$ cat config.mk
export PLATFORM = sky130hd
export DESIGN_NAME = program_loader_flat
export DESIGN_NICKNAME = d
export VERILOG_FILES = /design/src/rtl/program_loader_if.sv /design/src/rtl/program_loader.sv /design/src/flat_wrapper.sv
export SDC_FILE = /design/constraint.sdc
export NUM_CORES = 1
export LEC_CHECK = 0
export ABC_AREA = 1
export CAP_MARGIN = 20
export CORE_MARGIN = 2
export CORE_UTILIZATION = 35
export CTS_CLUSTER_SIZE = 12
export DETAILED_ROUTE_END_ITERATION = 8
export PLACE_DENSITY = 0.56
export SETUP_SLACK_MARGIN = 0.15
export SLEW_MARGIN = 20
export SYNTH_ARGS = -nofsm -noshare
export SYNTH_HDL_FRONTEND = slang
export SYNTH_SLANG_ARGS = --single-unit
$ cat constraint.sdc
create_clock -name i_clk -period 2.44 [get_ports i_clk]
set_input_delay 0.244 -clock i_clk [delete_from_list [all_inputs] [get_ports i_clk]]
set_output_delay 0.244 -clock i_clk [all_outputs]
set_load 0.01 [all_outputs]
$ cat src/rtl/program_loader_if.sv
// Byte-stream input and instruction-memory write port of the program loader.
// Grouped so the loader and its driver share one connection point.
interface program_loader_if;
    logic        i_start;
    logic [7:0]  i_rx_data;
    logic        i_rx_valid;
    logic        o_write_instruction_mem;
    logic [31:0] o_instruction_mem_addr;
    logic [31:0] o_instruction_mem_data;
    logic        o_loading;
    logic        o_done;
    logic        o_error;
    logic [10:0] o_word_count;

    modport master (
        output i_start, i_rx_data, i_rx_valid,
        input  o_write_instruction_mem, o_instruction_mem_addr, o_instruction_mem_data,
        input  o_loading, o_done, o_error, o_word_count
    );

    modport slave (
        input  i_start, i_rx_data, i_rx_valid,
        output o_write_instruction_mem, o_instruction_mem_addr, o_instruction_mem_data,
        output o_loading, o_done, o_error, o_word_count
    );
endinterface

$ cat src/rtl/program_loader.sv
// Assembles big-endian UART bytes into 32-bit words and writes them to instruction memory until HALT_WORD.
// Latency: write strobe one cycle after the edge accepting the 4th byte of a word.
// Backpressure: none; a byte arriving in the write cycle is kept for the next word, never dropped.
module program_loader #(
    parameter int          MEM_BYTES = 4096,
    parameter logic [31:0] HALT_WORD = 32'hFFFF_FFFF
) (
    input  logic i_clk,
    input  logic i_reset_n,
    program_loader_if.slave bus
);
    localparam int MAX_WORDS = MEM_BYTES / 4;
    localparam int IDX_W     = $clog2(MAX_WORDS);

    typedef enum logic [2:0] {
        ST_IDLE,
        ST_RECEIVE,
        ST_WRITE,
        ST_DONE,
        ST_ERROR
    } state_t;

    typedef struct packed {
        logic [31:0] addr;
        logic [31:0] dat;
    } imem_wr_t;

    state_t           state_q;
    state_t           state_nxt;
    logic [1:0]       byte_cnt_q;
    logic [31:0]      word_q;
    logic [IDX_W-1:0] word_idx_q;
    logic [10:0]      word_cnt_q;
    imem_wr_t         wr_q;

    logic             start_load;
    logic             accept_byte;
    logic             last_byte;
    logic             last_slot;
    logic [31:0]      word_shift;

    assign word_shift = {word_q[23:0], bus.i_rx_data};
    assign last_slot  = (word_idx_q == IDX_W'(MAX_WORDS - 1));

    always_ff @(posedge i_clk) begin
        if (!i_reset_n) begin
            state_q <= ST_IDLE;
        end else begin
            state_q <= state_nxt;
        end
    end

    always_comb begin
        state_nxt   = state_q;
        start_load  = 1'b0;
        accept_byte = 1'b0;
        last_byte   = 1'b0;
        case (state_q)
            ST_IDLE, ST_DONE, ST_ERROR: begin
                if (bus.i_start) begin
                    start_load = 1'b1;
                    state_nxt  = ST_RECEIVE;
                end
            end
            ST_RECEIVE: begin
                if (bus.i_rx_valid) begin
                    accept_byte = 1'b1;
                    if (byte_cnt_q == 2'd3) begin
                        last_byte = 1'b1;
                        state_nxt = ST_WRITE;
                    end
                end
            end
            ST_WRITE: begin
                // A byte landing here only survives if another word follows.
                if (wr_q.dat == HALT_WORD) begin
                    state_nxt = ST_DONE;
                end else if (last_slot) begin
                    state_nxt = ST_ERROR;
                end else begin
                    state_nxt   = ST_RECEIVE;
                    accept_byte = bus.i_rx_valid;
                end
            end
            default: state_nxt = ST_IDLE;
        endcase
    end

    always_ff @(posedge i_clk) begin
        if (!i_reset_n) begin
            byte_cnt_q <= '0;
            word_q     <= '0;
            word_idx_q <= '0;
            word_cnt_q <= '0;
            wr_q       <= '0;
        end else begin
            if (start_load) begin
                byte_cnt_q <= '0;
                word_idx_q <= '0;
                word_cnt_q <= '0;
            end
            if (accept_byte) begin
                word_q     <= word_shift;
                byte_cnt_q <= byte_cnt_q + 2'd1;
            end
            if (last_byte) begin
                wr_q.addr <= {{(30 - IDX_W){1'b0}}, word_idx_q, 2'b00};
                wr_q.dat  <= word_shift;
            end
            if (state_q == ST_WRITE) begin
                word_cnt_q <= word_cnt_q + 11'd1;
                if (state_nxt == ST_RECEIVE) begin
                    word_idx_q <= word_idx_q + IDX_W'(1);
                end
            end
        end
    end

    assign bus.o_write_instruction_mem = (state_q == ST_WRITE);
    assign bus.o_instruction_mem_addr  = wr_q.addr;
    assign bus.o_instruction_mem_data  = wr_q.dat;
    assign bus.o_loading               = (state_q == ST_RECEIVE) || (state_q == ST_WRITE);
    assign bus.o_done                  = (state_q == ST_DONE);
    assign bus.o_error                 = (state_q == ST_ERROR);
    assign bus.o_word_count            = word_cnt_q;
endmodule

$ cat src/flat_wrapper.sv
// flat-port wrapper written by rule: the top's interface ports become plain ports
module program_loader_flat 
#(
    parameter int          MEM_BYTES = 4096,
    parameter logic [31:0] HALT_WORD = 32'hFFFF_FFFF
)
  (i_clk, i_reset_n, bus_i_start, bus_i_rx_data, bus_i_rx_valid, bus_o_write_instruction_mem, bus_o_instruction_mem_addr, bus_o_instruction_mem_data, bus_o_loading, bus_o_done, bus_o_error, bus_o_word_count);
  program_loader_if bus_i ();
  input  logic i_clk;
  input  logic i_reset_n;
  input wire logic [$bits(bus_i.i_start)-1:0] bus_i_start;
  input wire logic [$bits(bus_i.i_rx_data)-1:0] bus_i_rx_data;
  input wire logic [$bits(bus_i.i_rx_valid)-1:0] bus_i_rx_valid;
  output wire logic [$bits(bus_i.o_write_instruction_mem)-1:0] bus_o_write_instruction_mem;
  output wire logic [$bits(bus_i.o_instruction_mem_addr)-1:0] bus_o_instruction_mem_addr;
  output wire logic [$bits(bus_i.o_instruction_mem_data)-1:0] bus_o_instruction_mem_data;
  output wire logic [$bits(bus_i.o_loading)-1:0] bus_o_loading;
  output wire logic [$bits(bus_i.o_done)-1:0] bus_o_done;
  output wire logic [$bits(bus_i.o_error)-1:0] bus_o_error;
  output wire logic [$bits(bus_i.o_word_count)-1:0] bus_o_word_count;
  assign bus_i.i_start = bus_i_start;
  assign bus_i.i_rx_data = bus_i_rx_data;
  assign bus_i.i_rx_valid = bus_i_rx_valid;
  assign bus_o_write_instruction_mem = bus_i.o_write_instruction_mem;
  assign bus_o_instruction_mem_addr = bus_i.o_instruction_mem_addr;
  assign bus_o_instruction_mem_data = bus_i.o_instruction_mem_data;
  assign bus_o_loading = bus_i.o_loading;
  assign bus_o_done = bus_i.o_done;
  assign bus_o_error = bus_i.o_error;
  assign bus_o_word_count = bus_i.o_word_count;
  program_loader #(.MEM_BYTES(MEM_BYTES), .HALT_WORD(HALT_WORD)) u_core (.i_clk(i_clk), .i_reset_n(i_reset_n), .bus(bus_i));
endmodule
# Word level (Yosys, flattened, before mapping)
# Index checks and enable logic that the tools add are counted.
# word_totals
reg_bits,92
latchBits,0
ramBits,0
romBits,0
input_bits,12
output_inout_bits,79
elab_cells,45
memories,0
# op_classes
add_sub_neg,3
n_mul,0
div,0
order_cmp,0
eq_ne,8
shift,0
mux,22
bitwise_logic,0
reduce_logical,5
# op_table
operator,count
$eq A32 B32 Y1 const B,1
$mux W10,3
$mux W11,2
$mux W3,5
$add A11 B1 Y11 const B,1
$add A10 B1 Y10 const B,1
$eq A10 B10 Y1 const B,1
$pmux W3 S3,1
$mux W1,8
$eq A3 B1 Y1 const B,2
$eq A3 B2 Y1 const B,2
$mux W2,2
$reduce_bool A2 Y1,2
$eq A3 B3 Y1 const B,1
$logic_not A3 Y1,1
$reduce_or A3 Y1,1
$add A2 B1 Y2 const B,1
$eq A2 B2 Y1 const B,1
$pmux W1 S2,1
$logic_or A1 B1 Y1,1

# Logic depth before layout (Yosys ltp)
# logic_depth
depth_word,7
mapped_depth,11
ltp_nobuf,10

# Worst setup path after synthesis
# No wires, ideal clock.
# synth_timing
kind,register to register
startpoint,register u_core.word_idx_q[0]
endpoint,register u_core.word_q[10]
setup_ns,0.141
arrival_time_ns,1.376
required_ns,2.299
setup_slack_ns,0.924
path_stages_with_launch,12
n_path_buf,1
synth_period_minus_slack_ns,1.516
cell_sequence,dfxtp_1 > ha_1 > nand2_1 > nor2_4 > nand3_2 > nand2_2 > inv_2 > nand3_4 > nand2_4 > buf_6 > nand2_2 > a21oi_2
# synth_via
elab_chain_cells,4
# synth_lines
item,line_no,text
start: declaration,program_loader.sv:32,logic [IDX_W-1:0] word_idx_q;
start signal: assignment,program_loader.sv:113,word_idx_q <= word_idx_q + IDX_W'(1);
$eq A10 B10 Y1,program_loader.sv:43,assign last_slot = (word_idx_q == IDX_W'(MAX_WORDS - 1));
$mux W1,program_loader.sv:78,end else if (last_slot) begin
$mux W1,program_loader.sv:76,if (wr_q.dat == HALT_WORD) begin
$pmux W1 S2,program_loader.sv:58,case (state_q)
end signal: assignment,program_loader.sv:103,word_q <= word_shift;
end: declaration,program_loader.sv:31,logic [31:0] word_q;
# Every way passes these cells.
# A chain may end at the register's enable or synchronous reset.

# Worst setup path after layout
# layout_timing
startpoint,register u_core.state_q[1]
endpoint,output bus_o_loading
# layout_via
elab_chain_cells,2
word_cells_on_any_way,3
cone_classes,eq/ne: 2; reduce/logical: 1
# layout_lines
item,line_no,text
start: declaration,program_loader.sv:28,state_t state_q;
start signal: assignment,program_loader.sv:49,state_q <= state_nxt;
$eq A3 B1 Y1 / $eq A3 B2 Y1 (equally long branches),program_loader.sv:122,assign bus.o_loading = (state_q == ST_RECEIVE) || (state_q == ST_WRITE);
$logic_or A1 B1 Y1 *,program_loader.sv:122,
end: declaration,flat_wrapper.sv:17,output wire logic [$bits(bus_i.o_loading)-1:0] bus_o_loading;
# Every way passes the cells marked *; elsewhere a longest branch is shown, timed or not.

==> reports/qor.yml <==
synthesis:
  synth_most_common_cell: "nor2_1"
  ys.flop_type: "dfxtp_1"
  synthTopCellsByCount: "110 x nor2_1, 92 x dfxtp_1, 83 x nand2_1"
  yosysTopAreaCell: "dfxtp_1"
  ys_top_cells_by_area: "dfxtp_1 44%, nor2_1 9.9%, nand2_1 7.5%"
  synth-seq-area-share: 0.441
  synth_cell_type_count: 36
  avgSynthCellArea_um2: 7.48
  synth_seq_cells: 92
  yosysWarnings: 0
  async_flop_share: 0
  synth-edff-count: 0
  synthCells: 558
  netlist.area_leader.share: 0.441
  syn_area_um2: 4170
grt:
  track_usage: 0.168
  grt_pass1_wl_mm: 17.4
  grt_max_degree: 36
  first_global_vias: 3505
  gr-total-overflow: 0
  antenna_found_initial: 0
clocking:
  cts_setup_buffers: 0
  cts.htree.levels: 3
  clkSinkCount: 92
  clk_latency_ns: 0.34
  ctsResizeCount: 0
  clockBufferDepth: 2
  clk_pin_slew_ns: 0.06
  postCtsHoldBufs: 0
  cts_tree: "done"
  root_buffer: "clkbuf_16"
  cts_buffers: 9
die:
  die_h_um: 113
  core_um2: 11500
  start_util: 0.362
  num_rows: 39
  die_w_um: 113
  die-area_um2: 12800
  io_pins: 91
route:
  ant_nets: 0
  wl_per_cell_um: 13.7
  drt_wl_total_mm: 10.5
  via_per_inst: 4.89
  first_pass_iters: 7
  drt_iter0_markers: 234
  vias: 3761
  drc: 6
power:
  peakVddDrop_v: 0.000373
  clkPwrFrac: 0.474
  p_seq_frac: 0.483
  p_per_area_nw_per_um2: 606
  comb_power_share: 0.043
  switching_share: 0.213
  power_switching_mw: 0.670
  power_leakage_nw: 1.98
  cellInternalPower_mw: 2.48
timing:
  worst_pin_slew_ns: 0.651
  slew_viol_final: 0
  finalHoldViolations: 0
  finalClockSkew_ns: 0.00694
  fin_ws_ns: 0.354
  finalSetupViolCount: 0
  fin_setup_tns_ns: 0
  max_slew_margin: 0.566
  rsz0062_at_grt: "false"
  fin_crit_sh: 0.855
  min_period_ns: 2.09
  holdWs_ns: 0.477
  max_freq_mhz: 479
placement:
  io_buffers: 68
  hpwl_mm: 7.22
  dp_slack_ns: 0.464
  place_area_um2: 4860
  gp_congestion: 0.789
worst_setup_path:
  cp.required_ns: 2.20
  cp-start-kind: "flip-flop"
  worstSetupEndpointType: "output port"
  cp_max_fo: 7
  arrival_ns: 1.84
  critical_path_class: "flip-flop to output port"
layout:
  finalNetCount: 636
  postLayoutCellArea_um2: 5190
  drive_gt1_frac: 0.107
  diodes: 0
  area_delta_synth_final_pct: 24.4
hold_path:
  hold_path.class: "flip-flop to flip-flop"
status:
  violations: "DRC"
  status: "complete, but fails checks"
flow_run:
  maxCapViolations: 0
## critical path: stages (launching register included)
cell             delay [ns]
dfxtp_1                0.36
inv_1                  0.11
nor3_4                 0.24
inv_1                  0.17
nand2_1                0.10
clkdlybuf4s50_1        0.53
## layer usage
metal	track usage	vias to the layer above	wire [um]
met2	0.274	96	4930
met1	0.224	1759	5000
met5	0	-	0
met3	0.0434	7	492
li1	-	1899	-
met4	0.0358	0	79
## power by group through the flow
stage	combinational, mW	sequential [mW]	clock [mW]
after floorplan	0.114	1.55	0
after global placement	0.135	1.55	0
after detailed placement	0.136	1.55	0
after CTS	0.136	1.52	1.53
after global routing	0.150	1.52	1.60
final	0.136	1.52	1.49
## logic make-up after synthesis
family                     count (synthesis)  synth area share
AOI/OAI and AO/OA                        115             0.151
xor gates and xnor gates                   7            0.0147
adders and majority gates                  3           0.00900
buffers and inverters                     76             0.102
DFF                                       92             0.441
other                                      1          0.000899
and+or+nand+nor                          264             0.281
## through the flow
step / utilization / instances / power, mW
detailed placement: 0.422 / 751 / 1.69
CTS: 0.449 / 767 / 3.19
finish: 0.451 / 769 / 3.15
global placement: 0.422 / 751 / 1.69
floorplan: - / 579 / 1.67
global route: 0.451 / 769 / 3.27
## worst paths after layout
path                             start              endpoint  slack, ns  cells past startpoint
setup reg to reg  u_core.word_idx_q[0]  u_core.byte_cnt_q[0]       0.48                     10
hold reg to reg      u_core.word_q[10]     u_core.word_q[18]       0.48                      2
setup / recovery     u_core.state_q[1]         bus_o_loading       0.35                      5
hold / removal       u_core.word_q[10]     u_core.word_q[18]       0.48                      2
## sequential cells by signal, indices dropped and copies added, names as in the netlist
signal / count
u_core.bus.o_instruction_mem_addr: 10
u_core.word_q: 24
u_core.byte_cnt_q: 2
u_core.bus.o_instruction_mem_data: 32
u_core.state_q: 3
u_core.word_idx_q: 10
u_core.bus.o_word_count: 11
## layout by cell type (no fill, tap or decap), drive strengths merged, types with 2 or more instances in the layout
master / Yosys / final
xor2: 7 / 7
a211oi: 2 / 2
conb: 1 / 22
buf: 33 / 11
o21ai: 59 / 59
nand2: 98 / 98
clkdlybuf4s50: 0 / 68
nand4: 8 / 8
a21oi: 52 / 52
dfxtp: 92 / 92
nand3: 40 / 40
ha: 3 / 3
inv: 27 / 27
bufinv: 0 / 2
clkinv: 1 / 2
nor3: 4 / 4
nor2: 113 / 113
clkbuf: 15 / 12
## area by class of cell
type | instances | area [um2]
tap | 143 | 179
multi-input combinational | 411 | 1980
clock buffer | 12 | 246
inverter | 28 | 105
timing repair buffer | 79 | 763
clock inverter | 4 | 72.6
fill | 1193 | 6320
sequential | 92 | 1840
Power figures use the tool's default switching activity.
